===== src/rtl/seq_compare.sv =====
// seq_compare: multi-cycle magnitude comparator.
// Latches two operands on start, scans them MSB-first one SLICE per cycle,
// stops at the first differing slice and returns less/equal flags plus a
// boolean selected by a 3-bit compare op (signed or unsigned).
//
// state | meaning
// ------+------------------------------------------------------------
// IDLE  | waiting for start_i; result/flag outputs hold last outcome
// SCAN  | comparing slice r_idx of the latched operands, one per cycle
// DONE  | result valid, done_o pulses for one cycle, then back to IDLE
module seq_compare #(
    parameter int WIDTH = 32,
    parameter int SLICE = 8
) (
    input  logic             clk_i,
    input  logic             rst_i,
    input  logic             start_i,
    input  logic [WIDTH-1:0] src1_i,
    input  logic [WIDTH-1:0] src2_i,
    input  logic [2:0]       comp_i,
    input  logic             signed_i,
    output logic             busy_o,
    output logic             done_o,
    output logic             result_o,
    output logic             is_less_o,
    output logic             is_equal_o
);

    localparam int NSLICE = WIDTH / SLICE;
    localparam int IDXW   = (NSLICE > 1) ? $clog2(NSLICE) : 1;
    localparam logic [IDXW-1:0] IDX_TOP = IDXW'(NSLICE - 1);

    typedef enum logic [1:0] {
        ST_IDLE = 2'd0,
        ST_SCAN = 2'd1,
        ST_DONE = 2'd2
    } state_t;

    state_t            r_state;
    state_t            w_state_next;

    logic [WIDTH-1:0]  r_a;
    logic [WIDTH-1:0]  r_b;
    logic [2:0]        r_comp;
    logic              r_signed;
    logic [IDXW-1:0]   r_idx;
    logic              r_less;
    logic              r_equal;
    logic              r_result;

    logic [SLICE-1:0]  w_a_slice;
    logic [SLICE-1:0]  w_b_slice;
    logic              w_top;
    logic              w_last;
    logic              w_slice_ne;
    logic              w_sign_split;
    logic              w_less_now;
    logic              w_finish;
    logic              w_flag_less;
    logic              w_flag_equal;
    logic              w_result_now;

    // Boolean outcome of a compare op given the final less/equal flags.
    function automatic logic op_result(input logic [2:0] op, input logic l, input logic e);
        logic r;
        r = 1'b0;
        case (op)
            3'b000:  r = l;
            3'b001:  r = !l && !e;
            3'b010:  r = l || e;
            3'b011:  r = !l;
            3'b100:  r = e;
            3'b101:  r = !e;
            default: r = 1'b0;
        endcase
        return r;
    endfunction

    // Select the current slice of each latched operand (constant-index mux).
    always_comb begin
        w_a_slice = '0;
        w_b_slice = '0;
        for (int i = 0; i < NSLICE; i++) begin
            if (r_idx == IDXW'(i)) begin
                w_a_slice = r_a[i*SLICE +: SLICE];
                w_b_slice = r_b[i*SLICE +: SLICE];
            end
        end
    end

    // Per-slice decision; sign bits only matter on the top slice in signed mode.
    always_comb begin
        w_top        = (r_idx == IDX_TOP);
        w_last       = (r_idx == '0);
        w_slice_ne   = (w_a_slice != w_b_slice);
        w_sign_split = r_signed && w_top && (w_a_slice[SLICE-1] != w_b_slice[SLICE-1]);
        w_less_now   = w_sign_split ? w_a_slice[SLICE-1] : (w_a_slice < w_b_slice);
        w_finish     = (r_state == ST_SCAN) && (w_slice_ne || w_last);
        w_flag_less  = w_slice_ne ? w_less_now : 1'b0;
        w_flag_equal = !w_slice_ne;
        w_result_now = op_result(r_comp, w_flag_less, w_flag_equal);
    end

    // State register.
    always_ff @(posedge clk_i or negedge rst_i) begin
        if (!rst_i) begin
            r_state <= ST_IDLE;
        end else begin
            r_state <= w_state_next;
        end
    end

    // Next-state logic.
    always_comb begin
        w_state_next = r_state;
        case (r_state)
            ST_IDLE: begin
                if (start_i) begin
                    w_state_next = ST_SCAN;
                end
            end
            ST_SCAN: begin
                if (w_finish) begin
                    w_state_next = ST_DONE;
                end
            end
            ST_DONE: begin
                w_state_next = ST_IDLE;
            end
            default: begin
                w_state_next = ST_IDLE;
            end
        endcase
    end

    // Operand latch, slice index walk and result capture.
    always_ff @(posedge clk_i or negedge rst_i) begin
        if (!rst_i) begin
            r_a      <= '0;
            r_b      <= '0;
            r_comp   <= '0;
            r_signed <= 1'b0;
            r_idx    <= IDX_TOP;
            r_less   <= 1'b0;
            r_equal  <= 1'b0;
            r_result <= 1'b0;
        end else begin
            if ((r_state == ST_IDLE) && start_i) begin
                r_a      <= src1_i;
                r_b      <= src2_i;
                r_comp   <= comp_i;
                r_signed <= signed_i;
                r_idx    <= IDX_TOP;
            end else if (w_finish) begin
                r_less   <= w_flag_less;
                r_equal  <= w_flag_equal;
                r_result <= w_result_now;
            end else if (r_state == ST_SCAN) begin
                r_idx    <= r_idx - IDXW'(1);
            end
        end
    end

    // Outputs straight from registers.
    always_comb begin
        busy_o     = (r_state != ST_IDLE);
        done_o     = (r_state == ST_DONE);
        result_o   = r_result;
        is_less_o  = r_less;
        is_equal_o = r_equal;
    end

endmodule


===== config.mk =====
export PLATFORM = sky130hd
export DESIGN_NAME = seq_compare
export DESIGN_NICKNAME = d
export VERILOG_FILES = /design/src/rtl/seq_compare.sv
export SDC_FILE = /design/constraint.sdc
export NUM_CORES = 1
export LEC_CHECK = 0
export CORE_AREA = 2 2 71 106
export CTS_BUF_LIST = sky130_fd_sc_hd__clkbuf_4 sky130_fd_sc_hd__clkbuf_8
export DETAILED_ROUTE_END_ITERATION = 10
export DIE_AREA = 0 0 73 108
export PLACE_DENSITY = 0.89
export SYNTH_ARGS = -nofsm -noshare
export SYNTH_HDL_FRONTEND = slang
export SYNTH_SLANG_ARGS = --single-unit

===== constraint.sdc =====
create_clock -name clk_i -period 4.69 [get_ports clk_i]
set_input_delay 0.469 -clock clk_i [delete_from_list [all_inputs] [get_ports clk_i]]
set_output_delay 0.469 -clock clk_i [all_outputs]
set_load 0.01 [all_outputs]

Word level (Yosys, flattened, before mapping)
Cells that the tools add are included.
{ "classes": {"n_addsub": 1, "order_cmp": 1, "n_eq_ne": 15, "n_mux": 17, "bitwise": 1, "reduce_logical": 17} }
{ "op_table": {"columns": ["cell", "count"], "rows": [
  ["8-bit 2-to-1 mux", 8],
  ["2-bit 2-to-1 mux", 5],
  ["8-bit < comparator", 1],
  ["8-bit != test", 1],
  ["2-bit equality test (second input constant)", 3],
  ["3-bit by 2-bit equality test with 1-bit output (second input constant)", 2],
  ["3-bit equality test (second input constant)", 2],
  ["1-bit case mux with 6 select lines", 1],
  ["2-bit AND reduction", 3],
  ["1-bit logical AND", 5],
  ["2-bit by 1-bit equality test with 1-bit output (second input constant)", 2],
  ["2-bit zero test", 2],
  ["2-bit != test (second input constant)", 2],
  ["2-bit case mux with 2 select lines", 1],
  ["2-bit nonzero test", 2],
  ["3-bit by 1-bit equality test with 1-bit output (second input constant)", 1],
  ["3-bit zero test", 1],
  ["1-bit zero test", 2],
  ["1-bit logical OR", 2],
  ["1-bit 2-to-1 mux", 2],
  ["2-bit by 1-bit != test with 1-bit output (second input constant)", 1],
  ["2-bit by 1-bit subtractor with 2-bit output (second input constant)", 1],
  ["1-bit != test", 1],
  ["1-bit inverter", 1]
]} }
{ "word_totals": {"register_bits": 75, "elab_cells": 61} }

Longest topological paths before layout
{ "logic_depth": {"depth_word": 12, "ltp_mapped": 15, "mapped_depth_nobuf": 13} }

Worst setup path after synthesis
OpenSTA, ideal clock, no wires.
{ "synth_path": {"kind": "reg2reg", "from": "reg r_idx[1]", "to": "reg r_result (netlist: result_o)", "arrival_time_ns": 3.102, "t_required_ns": 4.558, "setup_slack_ns": 1.456, "path_stages_with_launch": 15, "path_buffers": 2, "cell_sequence": "dfstp_2 -> inv_1 -> ha_1 -> clkbuf_1 -> nor2b_1 -> buf_2 -> a221oi_1 -> nor3_1 -> a21oi_1 -> ha_1 -> nand4_2 -> or2_4 -> o21a_4 -> a2bb2oi_1 -> or3b_1"} }
{ "synth_between": {"elab_chain_cells": 12, "elab_cells_between_ends": 27} }
{ "synth_rtl": {"columns": ["element", "line_no", "source"], "rows": [
  ["start, declared", "46", "logic [IDXW-1:0] r_idx;"],
  ["start signal, assigned", "159", "r_idx <= r_idx - IDXW'(1);"],
  ["branches (longest 12 deep; another with 8-bit < comparator)", null, null],
  ["end signal, assigned", "157", "r_result <= w_result_now;"],
  ["end, declared", "49", "logic r_result;"]
]} }
Several ways; the timed one is not identified.
A chain may end at the register's enable or synchronous reset.

Worst setup path in the final report
{ "layout_path": {"from": "reg r_idx[0]", "to": "reg r_result (netlist: result_o)"} }
Same word-level chain as after synthesis.

==> results_dict.tcl <==
set metrics [dict create \
    crit_top_cell "ha_1" \
    synth_edf_count 0 \
    drc 0 \
    hold_violations 0 \
    final_util 0.660 \
    synth_ff_type "dfrtp_1" \
    grt_pass1_wl_um 12600 \
    routed_via_density 5.68 \
    ys_seq_area_frac 0.525 \
    crit_end "result_o$_DFFE_PN0P_" \
    reg2reg_depth 13 \
    syn_area_um2 3580 \
    pre_cts_ws_ns 1.02 \
    htree_levels 3 \
    drt-wirelength-per-cell_um 17.3 \
    cts_buffers 9 \
    die_w_um 73 \
    clk_path_buf_depth 2 \
    antenna_found_initial 0 \
    path_cells "ha_1, nor2b_1, buf_4, a22oi_1, nor2_1, a21oi_1, o21ai_0, ha_1, nand4_2, or2_4, o31ai_1, a2bb2oi_1, or3b_1" \
    grt_remaining_overflow 0 \
    clkLatencyLatePin_ns 0.34 \
    drtPass1Iterations 4 \
    layout_commonest_cell "clkdlybuf4s50_1" \
    slowest_delay_ns 0.55 \
    seq_area_um2 1880 \
    setup_slack_ns 0.931 \
    grt_pass1_vias 2624 \
    cap_violations 0 \
    tightest_slew_ns 1.05 \
    avgSynthCellArea_um2 12.0 \
    vdd_drop_max_mv 0.250 \
    clk_pin_slew_ns 0.07 \
    critPathSlowestCell "dfstp_2" \
    r2r_end "result_o$_DFFE_PN0P_" \
    slew_headroom 0.301 \
    dieArea_um2 7880 \
    max_freq_mhz 266 \
    criticalPathCategory "reg -> reg" \
    async_flop_share 1.00 \
    nFillCells 520 \
    r2r-start "r_idx[0]$_DFFE_PN1P_" \
    status "complete, no violations" \
    port_buffers 75 \
    clock_skew_ns 0.00419 \
    synth_cells 298 \
    slew_violations 0 \
    finalCritPeriodShare 0.802 \
    critPathCaptureType "register" \
    rrSetupSlack_ns 0.93 \
    area.growth.synth_to_final_pct 27.3 \
    ys_types 35 \
    grt_max_degree 76 \
    ys_ff_latch 75 \
    die_h_um 108 \
    rows 37 \
    cts_tree "yes" \
    p_leak_nw 1.89 \
    wl_um 7820 \
    powerDensity_nw_per_um2 440 \
    cp.arrival_ns 3.98 \
    hpwl_um 5850 \
    hold_class "in -> async" \
    setup_viol 0 \
    cp_max_fo 18 \
    coreArea_um2 6900 \
    multi_input_area_um2 1600 \
    initial_core_util 0.519 \
    layout-drive-gt1-share 0.0829 \
    nets 452 \
    cts_setup_buffers 0 \
    antenna_left 0 \
    yosysWarnings 0 \
    cts_resized 0 \
    cts_hold_buf 0 \
    first_iter_violations 171 \
    cp.required_ns 4.91 \
    layout_common_cells "clkdlybuf4s50_1, dfrtp_1, mux2_1, a21oi_1, nand2_1" \
    root_buffer "clkbuf_8" \
    rsz0062_at_grt "false" \
    startpoint "r_idx[0]$_DFFE_PN1P_" \
    setup_tns_ns 0 \
    clock_sinks 75 \
    diodes 0 \
    startpoint_type "register" \
    fin_crit_ns 3.76 \
    grt_use_total 0.214 \
    place.gp.congestion 0.830 \
    vias 2566 \
    top_level_ports 76 \
    synth_nets 381 \
]
-- Yosys cell counts, drive strengths merged, types with 6 or more instances --
cell / instances / area share
dfrtp: 73 / 0.51
mux2: 67 / 0.21
a21oi: 24 / 0.034
nand2: 14 / 0.015
nor2: 14 / 0.015
o21ai: 14 / 0.020
ha: 12 / 0.042
nor2b: 11 / 0.019
clkbuf: 10 / 0.010
buf: 9 / 0.013
a22oi: 8 / 0.017
nor3: 8 / 0.011
a221oi: 7 / 0.017
inv: 6 / 0.0063
-- worst min path at each step --
| stage | start | to | slack [ns] | depth (start not counted) |
|---|---|---|---|---|
| final | rst_i | r_a[4]$_DFFE_PN0P_ | 0.33 | 2 |
| after floorplan | rst_i | is_equal_o$_DFFE_PN0P_ | 0.17 | 0 |
| after CTS | rst_i | r_a[18]$_DFFE_PN0P_ | 0.37 | 2 |
| after detailed placement | r_b[14]$_DFFE_PN0P_ | r_b[14]$_DFFE_PN0P_ | 0.48 | 1 |
| after global placement | r_a[0]$_DFFE_PN0P_ | r_a[0]$_DFFE_PN0P_ | 0.47 | 1 |
| after global routing | rst_i | r_a[1]$_DFFE_PN0P_ | 0.43 | 2 |
-- critical path: cells and delay by family, from the launching register on --
| family | cells | cell delay, ns |
|---|---|---|
| AND/OR/NAND/NOR | 5 | 1.02 |
| adder cells (fa/ha/maj) | 2 | 0.91 |
| buffers and inverters | 1 | 0.21 |
| AO/OA/AOI/OAI | 5 | 0.95 |
| flip-flops | 1 | 0.55 |
-- state kept, by name, summed over array words and instances, names as in the netlist --
| name | cells |
|---|---|
| is_equal_o | 1 |
| is_less_o | 1 |
| r_a | 32 |
| r_b | 32 |
| r_comp | 3 |
| r_idx | 2 |
| r_signed | 1 |
| r_state | 2 |
| result_o | 1 |
-- metal layers --
metal	part of all wire	up-vias	wire length, um	track usage
met5	0	-	0	0
met4	0.020	0	160	0.0886
met3	0.039	15	306	0.0447
met2	0.56	77	4350	0.371
met1	0.38	1257	3000	0.254
li1	-	1217	-	-
-- logic make-up after synthesis --
family          count (synthesis)  synth area share
xor+xnor                        1           0.00245
simple gates                   57            0.0826
fa+ha+maj                      12            0.0420
buf+inv                        25            0.0294
mux                            67             0.211
compound gates                 61             0.107
flops                          75             0.525
-- stage by stage --
| stage | hold slack (ns) | cell area (um2) | total power, W | instances |
|---|---|---|---|---|
| final | 0.334 | 4550 | 0.00200 | 452 |
| after global routing | 0.427 | 4550 | 0.00212 | 452 |
| after global placement | 0.469 | 4380 | 0.00154 | 436 |
| after floorplan | 0.173 | 3580 | 0.00133 | 298 |
| after CTS | 0.374 | 4550 | 0.00201 | 452 |
| after detailed placement | 0.478 | 4380 | 0.00156 | 436 |
-- where the power goes --
group,internal [W],switching [W],total [W]
Sequential,0.000858,0.000139,0.000997
Combinational,0.000304,0.000256,0.000561
Clock,0.000217,0.000228,0.000446
Total,0.00138,0.000624,0.00200
-- final cells by class --
type | count | share of cell area
Clock buffer | 12 | 0.0335
Clock inverter | 4 | 0.00577
Timing Repair Buffer | 79 | 0.170
Multi-Input combinational cell | 198 | 0.351
Sequential cell | 75 | 0.413
Tap cell | 78 | 0.0214
Inverter | 6 | 0.00495
Note: power is estimated with default switching activity, not from simulation.
